[config.mk]
export PLATFORM = sky130hd
export DESIGN_NAME = i2s_input_switcher
export DESIGN_NICKNAME = d
export VERILOG_FILES = /design/src/rtl/i2s_input_switcher.sv
export SDC_FILE = /design/constraint.sdc
export NUM_CORES = 1
export LEC_CHECK = 0
export BUFFER_PORTS_ARGS = -buffer_cell sky130_fd_sc_hd__buf_2
export CORE_MARGIN = 2
export CORE_UTILIZATION = 34
export CTS_BUF_LIST = sky130_fd_sc_hd__clkbuf_8
export DETAILED_ROUTE_END_ITERATION = 16
export PLACE_DENSITY = 0.57
export SYNTH_ARGS = -nofsm -noshare
export SYNTH_HDL_FRONTEND = slang
export SYNTH_SLANG_ARGS = --single-unit
export TNS_END_PERCENT = 1
[constraint.sdc]
create_clock -name in_clk -period 3.4 [get_ports in_clk]
set_clock_uncertainty 0.2 [all_clocks]
set_input_delay 0.34 -clock in_clk [delete_from_list [all_inputs] [get_ports in_clk]]
set_output_delay 0.34 -clock in_clk [all_outputs]
set_load 0.05 [all_outputs]
[src/rtl/i2s_input_switcher.sv]
// N-way I2S source selector: a debounced push button cycles through the sources,
// switching only on an LE frame boundary with DATA muted across the changeover.
`timescale 1ns/1ps
module i2s_input_switcher #(
    parameter int unsigned NUM_INPUTS      = 4,
    parameter int unsigned SEL_W           = $clog2(NUM_INPUTS),
    parameter int unsigned DEBOUNCE_CYCLES = 500000,
    parameter int unsigned MUTE_FRAMES     = 2,
    parameter int unsigned TIMEOUT_CYCLES  = 5000000,
    parameter int unsigned LOCKOUT_CYCLES  = 50000000
) (
    input  logic                  in_clk,
    input  logic                  in_rst_n,
    input  logic [NUM_INPUTS-1:0] in_bck,
    input  logic [NUM_INPUTS-1:0] in_le,
    input  logic [NUM_INPUTS-1:0] in_data,
    input  logic                  in_button,
    output logic                  out_bck,
    output logic                  out_le,
    output logic                  out_data,
    output logic [SEL_W-1:0]      out_selected,
    output logic                  out_mute,
    output logic                  out_busy
);
    localparam int unsigned DB_W = $clog2(DEBOUNCE_CYCLES) + 1;
    localparam int unsigned TO_W = $clog2(TIMEOUT_CYCLES) + 1;
    localparam int unsigned FR_W = $clog2(MUTE_FRAMES) + 1;
    localparam int unsigned LK_W = $clog2(LOCKOUT_CYCLES) + 1;

    typedef enum logic [1:0] {IDLE, MUTE_OLD, MUTE_NEW, LOCKOUT} state_t;

    logic                  btn_s1, btn_s2, btn_db, press;
    logic [DB_W-1:0]       db_cnt;
    logic [NUM_INPUTS-1:0] le_s1, le_s2, le_d, le_rise;
    state_t                state;
    logic [SEL_W-1:0]      sel;
    logic [TO_W-1:0]       to_cnt;
    logic [FR_W-1:0]       fr_cnt;
    logic [LK_W-1:0]       lk_cnt;
    logic                  timeout, sel_rise, last_frame;

    // Button: synchronise, accept a level only after it has been stable long enough
    always_ff @(posedge in_clk or negedge in_rst_n) begin
        if (!in_rst_n) begin
            btn_s1 <= 1'b0;
            btn_s2 <= 1'b0;
            btn_db <= 1'b0;
            press  <= 1'b0;
            db_cnt <= '0;
        end else begin
            btn_s1 <= in_button;
            btn_s2 <= btn_s1;
            press  <= 1'b0;
            if (btn_s2 == btn_db) begin
                db_cnt <= '0;
            end else if (db_cnt == DB_W'(DEBOUNCE_CYCLES - 1)) begin
                db_cnt <= '0;
                btn_db <= btn_s2;
                press  <= btn_s2;
            end else begin
                db_cnt <= db_cnt + DB_W'(1);
            end
        end
    end

    // Every source keeps its own LE history, so changing sel cannot create an edge
    always_ff @(posedge in_clk or negedge in_rst_n) begin
        if (!in_rst_n) begin
            le_s1   <= '0;
            le_s2   <= '0;
            le_d    <= '0;
            le_rise <= '0;
        end else begin
            le_s1   <= in_le;
            le_s2   <= le_s1;
            le_d    <= le_s2;
            le_rise <= le_s2 & ~le_d;
        end
    end

    assign timeout    = (to_cnt == TO_W'(TIMEOUT_CYCLES - 1));
    assign sel_rise   = le_rise[sel];
    assign last_frame = (fr_cnt == FR_W'(MUTE_FRAMES - 1));

    always_ff @(posedge in_clk or negedge in_rst_n) begin
        if (!in_rst_n) begin
            state    <= IDLE;
            sel      <= '0;
            out_mute <= 1'b0;
            out_busy <= 1'b0;
            to_cnt   <= '0;
            fr_cnt   <= '0;
            lk_cnt   <= '0;
        end else begin
            // Saturating wait counter; each mute state clears it on entry
            if (!timeout) begin
                to_cnt <= to_cnt + TO_W'(1);
            end
            case (state)
                IDLE: begin
                    if (press) begin
                        state    <= MUTE_OLD;
                        out_mute <= 1'b1;
                        out_busy <= 1'b1;
                        to_cnt   <= '0;
                    end
                end
                MUTE_OLD: begin
                    if (sel_rise || timeout) begin
                        sel    <= (sel == SEL_W'(NUM_INPUTS - 1)) ? '0 : sel + SEL_W'(1);
                        state  <= MUTE_NEW;
                        fr_cnt <= '0;
                        to_cnt <= '0;
                    end
                end
                MUTE_NEW: begin
                    if ((sel_rise && last_frame) || timeout) begin
                        out_mute <= 1'b0;
                        state    <= LOCKOUT;
                        lk_cnt   <= '0;
                    end else if (sel_rise) begin
                        fr_cnt <= fr_cnt + FR_W'(1);
                    end
                end
                LOCKOUT: begin
                    if (lk_cnt == LK_W'(LOCKOUT_CYCLES - 1)) begin
                        state    <= IDLE;
                        out_busy <= 1'b0;
                    end else begin
                        lk_cnt <= lk_cnt + LK_W'(1);
                    end
                end
                default: state <= IDLE;
            endcase
        end
    end

    assign out_selected = sel;
    assign out_bck      = in_bck[sel];
    assign out_le       = in_le[sel];
    assign out_data     = out_mute ? 1'b0 : in_data[sel];

endmodule

# Word-level counts from Yosys, hierarchy flattened
# Cells that the tools add are included.
dict set report classes {
  addsub 5
  magnitude_cmp 1
  eq_ne 16
  mux 35
  bitwise_logic 3
  reduce_logical 15
}
# operator count
set ops {}
lappend ops {{24-bit 2-to-1 mux} 3}
lappend ops {{27-bit 2-to-1 mux} 2}
lappend ops {{27-bit case mux with 2 select lines} 1}
lappend ops {{24-bit case mux with 2 select lines} 1}
lappend ops {{20-bit 2-to-1 mux} 2}
lappend ops {{27-bit by 1-bit adder with 27-bit output, second input constant} 1}
lappend ops {{27-bit by 26-bit == test with 1-bit output, second input constant} 1}
lappend ops {{24-bit by 1-bit adder with 24-bit output, second input constant} 1}
lappend ops {{24-bit by 23-bit == test with 1-bit output, second input constant} 1}
lappend ops {{20-bit by 1-bit adder with 20-bit output, second input constant} 1}
lappend ops {{20-bit by 19-bit == test with 1-bit output, second input constant} 1}
lappend ops {{2-bit 2-to-1 mux} 8}
lappend ops {{2-bit inequality test, second input constant} 7}
lappend ops {{1-bit 2-to-1 mux} 10}
lappend ops {{3-bit AND reduction} 3}
lappend ops {{1-bit binary-select mux with 2-bit select} 4}
lappend ops {{2-bit case mux with 4 select lines} 1}
lappend ops {{4-bit AND reduction} 2}
lappend ops {{2-bit nonzero test} 4}
lappend ops {{2-bit == test, second input constant} 3}
lappend ops {{2-bit by 1-bit adder with 2-bit output, second input constant} 2}
lappend ops {{4-bit bitwise AND} 1}
lappend ops {{2-bit by 1-bit == test with 1-bit output, second input constant} 2}
lappend ops {{4-bit inverter} 1}
lappend ops {{9 further kinds} 12}
dict set report word_totals {
  ff_bits 99
  input_bits 15
  out_inout_bits 7
}

# Logic depth before layout (Yosys ltp)
dict set report depth {
  ltp_word 6
  mapped_depth 8
  ltp_nobuf 7
}

# Least setup slack after synthesis
# OpenSTA, ideal clock, no wires.
dict set report synth_timing {
  path_type {register -> register}
  from {register sel[0], in the netlist out_selected[0]}
  to {register state[1]}
  setup_time_ns 0.128
  arrival_ns 2.334
  required_ns 3.072
  slack_ns 0.738
  path_stages_with_launch 7
  path_buffers 1
  synth_period_minus_slack_ns 2.662
  path_cell_list {dfrtp_1 buf_2 mux4_2 nand2_1 o21ai_1 o211ai_1 mux2_1}
}
dict set report synth_via {
  elab_chain_cells 6
  elab_cells_between_ends 8
  cone_classes {eq/ne (2); mux (2); reduce/logical (4)}
}
# item line
set synth_rtl {}
lappend synth_rtl {{start, declared} 36} ;# logic [SEL_W-1:0] sel;
lappend synth_rtl {{start signal, assigned} 110} ;# sel <= (sel == SEL_W'(NUM_INPUTS - 1)) ? '0 : sel + SEL_W'(1);
lappend synth_rtl {{1-bit binary-select mux with 2-bit select (*)} 82} ;# assign sel_rise = le_rise[sel];
lappend synth_rtl {{1-bit 2-to-1 mux (implied by the code) (*)} 82}
lappend synth_rtl {{1-bit logical AND} 117} ;# if ((sel_rise && last_frame) || timeout) begin
lappend synth_rtl {{1-bit logical OR} 117}
lappend synth_rtl {{2-bit inequality test (no line)} --}
lappend synth_rtl {{4-bit AND reduction (no line) (*)} --}
lappend synth_rtl {{end signal, assigned} 119} ;# state <= LOCKOUT;
lappend synth_rtl {{end signal, assigned} 127} ;# state <= IDLE;
lappend synth_rtl {{end signal, assigned} 133} ;# default: state <= IDLE;
lappend synth_rtl {{end, declared} 35} ;# state_t state;
# Every way passes the cells marked *; elsewhere a longest branch is shown, timed or not. The select of a mux whose other input is x is not followed.
# A chain may end at the register's enable or synchronous reset.

# Final worst setup path
dict set report layout_timing {
  from {register to_cnt[0]}
  to {register lk_cnt[22]}
}
dict set report layout_via {
  elab_chain_cells 4
}
# item line
set layout_rtl {}
lappend layout_rtl {{start, declared} 37} ;# logic [TO_W-1:0] to_cnt;
lappend layout_rtl {{start signal, assigned} 97} ;# to_cnt <= to_cnt + TO_W'(1);
lappend layout_rtl {{24-bit by 23-bit == test with 1-bit output} 81} ;# assign timeout = (to_cnt == TO_W'(TIMEOUT_CYCLES - 1));
lappend layout_rtl {{1-bit logical OR} 117}
lappend layout_rtl {{2-bit inequality test (no line)} --}
lappend layout_rtl {{3-bit AND reduction (no line)} --}
lappend layout_rtl {{end signal, assigned} 130} ;# lk_cnt <= lk_cnt + LK_W'(1);
lappend layout_rtl {{end, declared} 39} ;# logic [LK_W-1:0] lk_cnt;
# Every way passes these cells.

==> impl_metrics.env <==
export IMPL_fin_crit_ns=3.084
export IMPL_arrival_ns=3.18
export IMPL_final_util_pct=38.55
export IMPL_hold_ws_ns=0.1602
export IMPL_setup_viol=0
export IMPL_grt_busiest_layer="met2"
export IMPL_die_area_mm2=0.01597
export IMPL_die_y_um=126.4
export IMPL_hold_viol=0
export IMPL_synth_top_cells_by_count="dfrtp_1 (99), nor2_1 (60), nand2_1 (32)"
export IMPL_ff_latch_area_mm2=0.002477
export IMPL_synth_main_ff_cell="dfrtp_1"
export IMPL_synth_cell_types=55
export IMPL_wl_per_cell_um=14.56
export IMPL_min_path_type="flip-flop to flip-flop"
export IMPL_cts_tree="done"
export IMPL_firstDrtPassIters=4
export IMPL_viasPerCell=5.508
export IMPL_post_cts_buffers=0
export IMPL_slew_viol_final=0
export IMPL_crit_buf_inv=1
export IMPL_fp_dieW_um=126.4
export IMPL_gr_usage_met2_pct=23.12
export IMPL_p_total_mw=2.026
export IMPL_met3_usage_pct=2.235
export IMPL_powerDensity_mw_per_mm2=360.2
export IMPL_diodes=0
export IMPL_layout_setup_ws_ns=0.3158
export IMPL_track_usage_pct=13.96
export IMPL_yosys_warnings=0
export IMPL_cts_made_buffers=9
export IMPL_period_share_pct=90.71
export IMPL_dpl_hpwl_um=7133
export IMPL_drc_errors=0
export IMPL_clk_latency_ns=0.38
export IMPL_portBuffers=21
export IMPL_p_leak_nw=2.266
export IMPL_cts_htree_levels=3
export IMPL_syn_to_final_growth_pct=10.47
export IMPL_synth_top_cell_area_share_pct=48.66
export IMPL_synth_top_area_cell="dfrtp_1"
export IMPL_yosysSeqAreaShare_pct=48.66
export IMPL_endpoint_kind="flip-flop"
export IMPL_criticalPathCategory="flip-flop to flip-flop"
export IMPL_grt_pass1_vias=3943
export IMPL_critPathTopFamily="simple AND/OR/NAND/NOR gates"
export IMPL_syn_area_per_cell_um2=9.983
export IMPL_rsz0062_at_grt="false"
export IMPL_place_gp_congestion=0.8208
export IMPL_synth_edf_count=0
export IMPL_max_freq_ghz=0.3242
export IMPL_status="finished, final reports clean"
export IMPL_multi_input_area_mm2=0.002457
export IMPL_syn_inst=510
export IMPL_cts_buffer_depth=2
export IMPL_ys_async_sr_fraction_pct=100.0
export IMPL_slowest_delay_ns=0.60
export IMPL_post_place_ws_ns=0.3261
export IMPL_slew_headroom_pct=33.85
export IMPL_critical_path_max_fanout=26
export IMPL_drtIter0Drc=343
export IMPL_synth_nets=534
export IMPL_start_kind="flip-flop"
export IMPL_grt_pass1_wl_um=18460
export IMPL_peakVddDrop_mv=0.2556
export IMPL_syn_cell_area_mm2=0.005091
export IMPL_overflow=0
export IMPL_num_vias=3971
export IMPL_cap_violations=0
export IMPL_synth_area_leaders="dfrtp_1 (49%), nor2_1 (4.4%), xnor2_1 (3.8%)"
export IMPL_antenna_found_initial=0
export IMPL_initial_core_util_pct=34.90
export IMPL_fin_nets=556
export IMPL_cts_root_buffer="clkbuf_8"
export IMPL_grt_max_degree=82
export IMPL_routed_wl_um=10500
export IMPL_yosysMostFrequentCell="dfrtp_1"
export IMPL_clkTransAtPathRegs_ns=0.11
export IMPL_fillers=1407
export IMPL_rows=44
export IMPL_cts_sinks=99
export IMPL_worstMarginPinSlew_ns=0.9922
export IMPL_path_cells="ha_1 > and4_2 > nand4_1 > o211a_1 > buf_4 > or4_1 > a21oi_1"
export IMPL_ant_nets=0
export IMPL_ys_ff_latch=99
export IMPL_crit_required_ns=3.50
export IMPL_drive_gt1_share_pct=11.17
export IMPL_io_pins=22
export IMPL_final_setup_tns_ns=0
export IMPL_core_area_mm2=0.01459
export IMPL_slowest_stage="o211a_1"
export IMPL_use_met1_pct=18.51
==> area by class of cell <==
type                            instances  area share, %
Multi-Input combinational cell        375          43.69
Tap cell                              184          4.093
Clock inverter                          7          1.313
Inverter                               15          1.001
Clock buffer                            9          2.202
Sequential cell                        99          44.05
Timing Repair Buffer                   32          3.649
==> logic make-up (layout without fill, tap and decap cells) <==
family                   count (synthesis)  after routing  share of synthesized area (%)
AO/OA/AOI/OAI                           80             80                          10.42
XOR/XNOR                                39             39                          6.709
adder cells (fa/ha/maj)                  9              9                          2.212
buffers and inverters                   36             63                          3.072
flip-flops                              99             99                          48.66
multiplexers                            13             13                          3.711
AND/OR/NAND/NOR                        234            234                          25.22
==> repair_timing <==
action                                  in CTS  in global routing
hold buffers                                 6                  0
endpoints found under the hold margin       85                  0
endpoints found under the setup margin       0                  0
resized for setup                            0                  0
==> metal layers <==
metal,wire length (µm),vias to the layer above
met5,0,-
met4,148,0
met3,390,13
met2,5070,87
met1,4886,1947
li1,-,1924
==> placed cells by master, fill, tap and decap left out, types with 10 or more instances in the layout <==
cell / n
a21oi_1: 25
xnor2_1: 22
nor2_1: 60
dfrtp_1: 99
o21ai_0: 12
nand4_1: 24
xor2_1: 17
or4_1: 16
nand3_1: 22
nor4_1: 16
inv_1: 15
nor3_1: 10
o31ai_1: 19
buf_2: 20
nand2_1: 32
==> per-stage QoR <==
step | area [µm²] | instances
final | 5624 | 721
after floorplan | 5091 | 510
after global placement | 5366 | 699
after CTS | 5624 | 721
after detailed placement | 5366 | 699
after global routing | 5624 | 721
==> where the power goes <==
part / switching (mW) / internal, mW
combinational: 0.0413 / 0.0206
clock: 0.474 / 0.293
sequential: 0.00660 / 1.19
total: 0.522 / 1.50
==> path summary, 6_finish.rpt <==
check                           from          to  slack (ns)  cells past startpoint
max reg2reg                to_cnt[0]  lk_cnt[22]        0.32                      7
min                         le_s1[1]    le_s2[1]        0.16                      0
min in group asynchronous   in_rst_n    le_s2[3]        0.44                      2
min reg2reg                 le_s1[1]    le_s2[1]        0.16                      0
max in group asynchronous   in_rst_n  lk_cnt[20]        1.67                      3
max                        to_cnt[0]  lk_cnt[22]        0.32                      7
==> state kept, by name, indices dropped and copies added, names as in the netlist, 2 cells and up <==
signal and count:
lk_cnt 27, to_cnt 24, db_cnt 20, le_d 4
le_rise 4, le_s1 4, le_s2 4, fr_cnt 2
out_selected 2, state 2
No activity file was read; power rests on OpenSTA's default activity.
